$ cat config.mk
export PLATFORM = sky130hd
export DESIGN_NAME = bp_bpred_trace_buffer
export DESIGN_NICKNAME = d
export VERILOG_FILES = /design/src/rtl/bp_bpred_trace_buffer.sv
export SDC_FILE = /design/constraint.sdc
export NUM_CORES = 1
export LEC_CHECK = 0
export CORE_MARGIN = 4
export CORE_UTILIZATION = 54
export DETAILED_ROUTE_END_ITERATION = 12
export PLACE_DENSITY_LB_ADDON = 0.25
export SLEW_MARGIN = 20
export SYNTH_ARGS = -nofsm -noshare
export SYNTH_HDL_FRONTEND = slang
export SYNTH_SLANG_ARGS = --single-unit
$ cat constraint.sdc
create_clock -name clk_i -period 3.5 [get_ports clk_i]
set_clock_uncertainty 0.15 [all_clocks]
set_input_delay 0.525 -clock clk_i [delete_from_list [all_inputs] [get_ports clk_i]]
set_output_delay 0.525 -clock clk_i [all_outputs]
set_load 0.1 [all_outputs]
$ cat src/rtl/bp_bpred_trace_buffer.sv
// Branch-predictor update recorder: per-channel staging, round-robin arbiter,
// timestamped trace FIFO drained by a valid/yumi consumer, plus saturating
// update / mispredict / drop statistics.
module bp_bpred_trace_buffer #(
    parameter int bht_idx_width_p = 9,
    parameter int num_ch_p        = 2,
    parameter int depth_p         = 16,
    parameter int ts_width_p      = 16,
    parameter int cnt_width_p     = 32,
    localparam int ch_w           = (num_ch_p > 1) ? $clog2(num_ch_p) : 1,
    localparam int entry_w        = ts_width_p + ch_w + bht_idx_width_p + 1
) (
    input  logic                                clk_i,
    input  logic                                reset_n_i,
    input  logic [1:0]                          mode_i,
    input  logic                                clear_i,
    input  logic [num_ch_p-1:0]                 w_v_i,
    input  logic [num_ch_p*bht_idx_width_p-1:0] idx_w_i,
    input  logic [num_ch_p-1:0]                 correct_i,
    output logic                                trace_v_o,
    output logic [entry_w-1:0]                  trace_data_o,
    input  logic                                trace_yumi_i,
    output logic [cnt_width_p-1:0]              update_cnt_o,
    output logic [cnt_width_p-1:0]              mispred_cnt_o,
    output logic [cnt_width_p-1:0]              drop_cnt_o,
    output logic                                full_o
);

    localparam int ptr_w = $clog2(depth_p);

    logic [ts_width_p-1:0]                          ts_q;
    logic [cnt_width_p-1:0]                         upd_q, mis_q, drop_q;
    logic [num_ch_p-1:0]                            stg_v_q;
    logic [num_ch_p-1:0][ts_width_p-1:0]            stg_ts_q;
    logic [num_ch_p-1:0][bht_idx_width_p-1:0]       stg_idx_q;
    logic [num_ch_p-1:0]                            stg_corr_q;
    logic [ch_w-1:0]                                rr_q;
    logic [ptr_w-1:0]                               wr_q, rd_q;
    logic [ptr_w:0]                                 cnt_q;
    logic [entry_w-1:0]                             mem_q [depth_p];

    logic                  fifo_v, fifo_full, pop, gnt_ok, gnt_any;
    logic [num_ch_p-1:0]   gnt_vec, elig, load, drop;
    logic [ch_w-1:0]       gnt_id, rr_d;
    logic [entry_w-1:0]    push_entry;
    logic [ch_w:0]         upd_pop, mis_pop, drop_pop;
    int                    c;

    function automatic logic [cnt_width_p-1:0] sat_add(input logic [cnt_width_p-1:0] a,
                                                       input logic [ch_w:0] b);
        logic [cnt_width_p:0] s;
        s = {1'b0, a} + (cnt_width_p+1)'(b);
        return s[cnt_width_p] ? '1 : s[cnt_width_p-1:0];
    endfunction

    assign fifo_v    = (cnt_q != '0);
    assign fifo_full = (cnt_q == (ptr_w+1)'(depth_p));
    assign pop       = trace_yumi_i && fifo_v;
    // A full FIFO may still accept a push when the head is popped the same cycle.
    assign gnt_ok    = !fifo_full || pop;

    // Round-robin grant starting at rr_q over occupied staging registers.
    always_comb begin
        gnt_vec    = '0;
        gnt_any    = 1'b0;
        gnt_id     = '0;
        push_entry = '0;
        c          = 0;
        for (int i = 0; i < num_ch_p; i++) begin
            c = int'(rr_q) + i;
            if (c >= num_ch_p) c = c - num_ch_p;
            if (!gnt_any && gnt_ok && stg_v_q[c]) begin
                gnt_any    = 1'b1;
                gnt_id     = ch_w'(c);
                gnt_vec[c] = 1'b1;
                push_entry = {stg_ts_q[c], ch_w'(c), stg_idx_q[c], stg_corr_q[c]};
            end
        end
        rr_d = rr_q;
        if (gnt_any) rr_d = (gnt_id == ch_w'(num_ch_p - 1)) ? '0 : gnt_id + ch_w'(1);
    end

    // Capture eligibility, staging load/drop decisions and per-cycle popcounts.
    always_comb begin
        upd_pop  = '0;
        mis_pop  = '0;
        drop_pop = '0;
        elig     = '0;
        load     = '0;
        drop     = '0;
        for (int i = 0; i < num_ch_p; i++) begin
            elig[i] = w_v_i[i] && ((mode_i == 2'd1) || ((mode_i == 2'd2) && !correct_i[i]));
            load[i] = elig[i] && (!stg_v_q[i] || gnt_vec[i]);
            drop[i] = elig[i] && stg_v_q[i] && !gnt_vec[i];
            upd_pop  = upd_pop  + (ch_w+1)'(w_v_i[i]);
            mis_pop  = mis_pop  + (ch_w+1)'(w_v_i[i] && !correct_i[i]);
            drop_pop = drop_pop + (ch_w+1)'(drop[i]);
        end
    end

    // Control state: timestamp, counters, staging, arbiter pointer, FIFO pointers.
    always_ff @(posedge clk_i or negedge reset_n_i) begin
        if (!reset_n_i) begin
            ts_q       <= '0;
            upd_q      <= '0;
            mis_q      <= '0;
            drop_q     <= '0;
            stg_v_q    <= '0;
            stg_ts_q   <= '0;
            stg_idx_q  <= '0;
            stg_corr_q <= '0;
            rr_q       <= '0;
            wr_q       <= '0;
            rd_q       <= '0;
            cnt_q      <= '0;
        end else if (clear_i) begin
            ts_q    <= '0;
            upd_q   <= '0;
            mis_q   <= '0;
            drop_q  <= '0;
            stg_v_q <= '0;
            rr_q    <= '0;
            wr_q    <= '0;
            rd_q    <= '0;
            cnt_q   <= '0;
        end else begin
            ts_q <= ts_q + ts_width_p'(1);
            if (mode_i != 2'd0) begin
                upd_q <= sat_add(upd_q, upd_pop);
                mis_q <= sat_add(mis_q, mis_pop);
            end
            drop_q <= sat_add(drop_q, drop_pop);
            for (int i = 0; i < num_ch_p; i++) begin
                if (load[i]) begin
                    stg_v_q[i]    <= 1'b1;
                    stg_ts_q[i]   <= ts_q;
                    stg_idx_q[i]  <= idx_w_i[i*bht_idx_width_p +: bht_idx_width_p];
                    stg_corr_q[i] <= correct_i[i];
                end else if (gnt_vec[i]) begin
                    stg_v_q[i] <= 1'b0;
                end
            end
            rr_q  <= rr_d;
            if (gnt_any) wr_q <= wr_q + ptr_w'(1);
            if (pop)     rd_q <= rd_q + ptr_w'(1);
            cnt_q <= cnt_q + (ptr_w+1)'(gnt_any) - (ptr_w+1)'(pop);
        end
    end

    // Trace storage; contents are only observed through the valid-gated head.
    always_ff @(posedge clk_i) begin
        if (gnt_any && !clear_i) mem_q[wr_q] <= push_entry;
    end

    assign trace_v_o     = fifo_v;
    assign trace_data_o  = fifo_v ? mem_q[rd_q] : '0;
    assign full_o        = fifo_full;
    assign update_cnt_o  = upd_q;
    assign mispred_cnt_o = mis_q;
    assign drop_cnt_o    = drop_q;

    // Popping an empty FIFO is a consumer protocol error.
    yumi_when_empty: assert property (@(posedge clk_i) disable iff (!reset_n_i)
                                      !(trace_yumi_i && !fifo_v));

endmodule

; ---- Yosys cells after proc, flatten, opt, wreduce, memory -nomap -nowiden
; Memory sizes are Yosys's and may differ from the RTL's.
; Cells that the tools add are included.
[word_totals]
ff_bits = 180
ram_bits = 432
input_bits = 28
word_cells = 148
mem_count = 1
[classes]
add_sub_neg = 15
order_cmp = 6
n_eq_ne = 3
muxes = 63
n_bitwise = 2
n_reduce_logical = 42
[memory_table]
columns = memory, depth, width, rd, rd_clocked_by_memory_dff, wr, line
row1 = mem_q, 16, 27, 1, 0, 1, 40  ; logic [entry_w-1:0] mem_q [depth_p];
[op_table]
columns = op, n
row1 = 32-bit 2-to-1 mux, 10
row2 = 16-bit 2-to-1 mux, 7
row3 = 32-bit by 2-bit adder with 33-bit output, 3
row4 = 27-bit 2-to-1 mux, 3
row5 = "32-bit by 1-bit >= comparator with 1-bit output, second input constant", 2
row6 = "32-bit by 3-bit less-than comparator with 1-bit output, second input constant", 2
row7 = 9-bit 2-to-1 mux, 6
row8 = 1-bit 2-to-1 mux, 27
row9 = 1-bit logical AND, 19
row10 = "16-bit by 1-bit adder with 16-bit output, second input constant", 1
row11 = 4-bit 2-to-1 mux, 4
row12 = 1-bit zero test, 9
row13 = "4-bit by 1-bit adder with 4-bit output, second input constant", 2
row14 = 2-bit nonzero test, 4
row15 = 1-bit by 1-bit adder with 2-bit output, 3
row16 = 2-bit 2-to-1 mux, 3
row17 = 3-bit nonzero test, 2
row18 = 5-bit by 1-bit adder with 5-bit output, 1
row19 = "5-bit == test, second input constant", 1
row20 = 1-bit logical OR, 5
row21 = 5-bit 2-to-1 mux, 1
row22 = 5-bit nonzero test, 1
row23 = 5-bit by 1-bit subtractor with 5-bit output, 1
row24 = 2-bit AND reduction, 2
row25 = 11 further kinds, 12

; ---- Depth between registers and ports, before layout
[depth]
depth_word = 17
depth_mapped = 18
ltp_nobuf = 14

; ---- Worst setup path before layout
; No wires, ideal clock.
[synth_timing]
kind = reg2reg
start = register cnt_q[2]
end = memory mem_q[2][0] (netlist bit) (enable)
setup_ns = 0.445
arrival_ns = 3.216
required_time_ns = 2.905
setup_slack_ns = -0.311
stages_incl_launch_ff = 9
n_path_buf = 0
synth_period_minus_slack_ns = 3.811
cell_sequence = dfrtp_1 > inv_1 > ha_1 > nand4bb_1 > o22a_1 > inv_1 > nor2_1 > nand2_1 > nor3_1
[synth_between]
elab_chain_len = 12
word_cells_on_any_way = 14
cone_classes = eq/ne (1) / mux (4) / reduce/logical (9)
[synth_lines]
columns = item, line
row1 = "start, declared", 39  ; logic [ptr_w:0] cnt_q;
row2 = "start signal, assigned", 146  ; cnt_q <= cnt_q + (ptr_w+1)'(gnt_any) - (ptr_w+1)'(pop);
row3 = 5-bit == test / 5-bit nonzero test (equally long branches), "57, 56"
row4 = 1-bit zero test / 1-bit logical AND (equally long branches), "60, 58"
row5 = 1-bit logical OR (*), 60  ; assign gnt_ok = !fifo_full || pop;
row6 = 1-bit logical AND, 72  ; if (!gnt_any && gnt_ok && stg_v_q[c]) begin
row7 = 1-bit 2-to-1 mux, 72
row8 = 1-bit zero test, 72
row9 = 1-bit logical AND (2 in a row), 72
row10 = 1-bit 2-to-1 mux (*), 72
row11 = 1-bit logical AND (*), 152  ; if (gnt_any && !clear_i) mem_q[wr_q] <= push_entry;
row12 = 1-bit 2-to-1 mux (*), 152
row13 = 1-bit 2-to-1 mux (implied by the code) (*), 152
row14 = "end, declared", 40
; Mark *: on every way between the ends. The rest lies on a longest branch, timed or not.

; ---- Final worst setup path
[layout_timing]
start = register rd_q[0]
end = output port trace_data_o[25]
[layout_between]
elab_chain_len = 2
[layout_lines]
columns = item, line
row1 = "start, declared", 38  ; logic [ptr_w-1:0] wr_q, rd_q;
row2 = "start signal, assigned", 145  ; if (pop) rd_q <= rd_q + ptr_w'(1);
row3 = memory 16 x 27 bit, --
row4 = 27-bit 2-to-1 mux, 156  ; assign trace_data_o = fifo_v ? mem_q[rd_q] : '0;
row5 = "end, declared", 21  ; output logic [entry_w-1:0] trace_data_o,
; No other way between the ends.

==> flow_summary.yaml <==
run_status:
  status: "finished with violations"
  violations: "negative setup slack"
die:
  row_count: 79
  ioPinCount: 153
  fp.dieH_um: 226
  design.core.area_mm2: 0.0469
  die-area_mm2: 0.0512
  initial_core_util_pct: 54.9
  fp.dieW_um: 226
timing:
  max_freq_mhz: 281
  fin_crit_ns: 3.56
  hold_viol: 0
  final.period_utilization_pct: 102
  finalSetupViolCount: 9
  slew_headroom_pct: 34.0
  grt_setup_unrepaired: "yes"
  finalSetupTns_ns: -0.297
  worst_pin_slew_ns: 0.986
  worst_slack_ns: -0.0574
  slew_violations: 0
synth:
  yosysSeqAreaShare_pct: 67.9
  synth_area_leader_cell: "edfxtp_1"
  ys_types: 64
  synth_xor_area_share_pct: 1.36
  syn_inst: 1544
  synth-edff-count: 432
  synth-simple-area-share_pct: 8.87
  synth_compound_gate_area_share_pct: 4.57
  syn_area_mm2: 0.0257
  synth_fp_nets: 1591
  synthTopCellsByArea: "edfxtp_1 50%, dfrtp_1 17%, mux4_2 12%"
  async_reset_ff_share_pct: 29.4
  ys.flop_type: "edfxtp_1"
  yosysTopAreaCellShare_pct: 50.4
  synth_adder_area_share_pct: 1.04
  ys_ff_latch: 612
  synth_warnings: 0
  muxShareOfSynthArea_pct: 14.4
  synth_top_family_by_area: "multiplexers"
  syn_avg_cell_area_um2: 16.7
setup_path:
  slowest_delay_ns: 0.56
  critPathRequiredTime_ns: 2.82
  cp_num_buf_inv: 3
  crit_type: "flip-flop to primary output"
  path_common_cell: "mux4_2"
  worstPathArrival_ns: 2.88
  crit_family: "multiplexers"
  critPathCaptureType: "primary output"
  crit_fanout: 11
  cpMaxStageDelayCell: "mux4_2"
  crit_chain: "buf_4 -> buf_16 -> mux4_2 -> mux4_2 -> and2_4 -> buf_12"
  start_kind: "flip-flop"
detailed_routing:
  drc: 0
  route.met2.wl_mm: 30.4
  top_layer: "met4"
  wl_per_cell_um: 25.2
  drtAntennaViolNets: 0
  vias: 15000
  first_pass_iters: 5
  wl_met1_mm: 24.4
  drt_first_iter_violations: 1346
  avgViaCountPerCell: 6.20
  wl_met3_mm: 4.44
  wl_mm: 61.0
place:
  place_congestion: 0.884
  port_buffers: 152
  post-place-cells: 2293
  hpwl_mm: 33.9
  dp_slack_ns: -0.0100
power_and_ir_drop:
  p_leak_nw: 10.9
  power_w: 0.0202
  power_density_mw_per_mm2: 647
  irDropWorstVdd_mv: 0.395
cts:
  clk_path_buf_depth: 3
  root_buffer: "clkbuf_16"
  clk_pin_slew_ns: 0.06
  cts_made_buffers: 59
  cts_tree: "done"
  cts.sinks: 612
  htree_levels: 2
  clock_latency_ns: 0.61
final_layout:
  area_growth_pct: 21.4
  fin_cells: 2421
  layout_commonest_cell: "edfxtp_1"
  nNetsFinal: 1811
  diodes: 0
  drive_gt1_share_pct: 28.4
  fill_cells: 3097
  final_util_pct: 66.7
  final_cell_mix: "432 x edfxtp_1, 177 x dfrtp_1, 135 x mux4_2, 89 x buf_4, 81 x clkdlybuf4s50_1"
grt:
  antenna_found_initial: 0
  grt.overflow.total: 0
  grt_max_degree: 122
  grt_pass1_vias: 15600
  grt_first_pass_wirelength_mm: 93.0
  track_usage_pct: 23.9
job:
  max-cap-violations: 0
hold_path:
  hp-class: "input port to asynchronous set/reset pin"
## power by group
group	switching, W	total, W	internal, W
Sequential	0.000135	0.00809	0.00795
Clock	0.00266	0.00643	0.00377
Combinational	0.00318	0.00571	0.00253
## registers in the layout, summed over array words and instances, names as in the netlist, 5 cells and up
register,cells
cnt_q,5
mem_q,432
stg_idx_q,18
stg_ts_q,32
drop_cnt_o,32
mispred_cnt_o,32
ts_q,16
update_cnt_o,32
## synth_stat cells, types with 24 or more instances
cell      number
a21oi_1       62
a22o_1        26
and2_1        42
and3_1        32
and4_1        24
clkbuf_1      44
dfrtp_1      180
edfxtp_1     432
inv_1         30
mux2_2        53
mux4_2       135
nand2_1       43
nand3_1       31
nand4_1       26
nor2_1        80
nor3_1        37
xor2_1        26
## per-layer routing
metal,global-route usage [%],vias up
met3,4.47,110
met2,39.5,580
met5,0,-
met1,33.2,7759
li1,-,6559
met4,6.87,0
## worst paths after layout
path / depth (start not counted) / endpoint / slack [ns] / startpoint
setup / recovery: 6 / trace_data_o[25] / -0.06 / rd_q[0]$_DFFE_PN0P_
min in group clk_i: 2 / cnt_q[2]$_DFF_PN0_ / 0.29 / clear_i
hold reg to reg: 1 / stg_idx_q[17]$_DFFE_PN0P_ / 0.36 / stg_idx_q[17]$_DFFE_PN0P_
hold / removal: 2 / update_cnt_o[16]$_DFFE_PN0P_ / 0.25 / reset_n_i
max in group asynchronous: 4 / drop_cnt_o[14]$_DFF_PN0_ / 1.98 / reset_n_i
setup reg to reg: 14 / drop_cnt_o[30]$_DFF_PN0_ / 0.14 / cnt_q[2]$_DFF_PN0_
## final cells by class
class,count,area [µm²],area share [%]
Inverter,30,113,0.360
Sequential cell,612,17500,55.9
Multi-Input combinational cell,822,8040,25.7
Timing Repair Buffer,239,2890,9.26
Clock inverter,29,292,0.933
Clock buffer,82,1670,5.35
Tap cell,607,759,2.43
## through the flow
stage / cell area (µm²) / hold WS, ns
2_1_floorplan: 25800 / 0.0794
3_3_place_gp: 28900 / 0.322
3_5_place_dp: 28900 / 0.346
4_1_cts: 31000 / 0.272
5_1_grt: 31300 / 0.288
6_report: 31300 / 0.253
## repair_timing
item / CTS / global route
buffers inserted: 2 / 4
resized for setup: 23 / 8
hold buffers: 1 / 0
gates cloned: 3 / 6
endpoints found under the hold margin: 116 / 0
setup endpoints to repair: 25 / 54
## logic make-up (layout without fill, tap and decap cells)
logic type | Yosys count | count (layout)
compound gates | 177 | 177
xor+xnor | 40 | 40
fa+ha+maj | 19 | 19
buf+inv | 110 | 380
flops | 612 | 612
mux | 196 | 196
simple gates | 390 | 390
No activity file was read; power rests on OpenSTA's default activity.
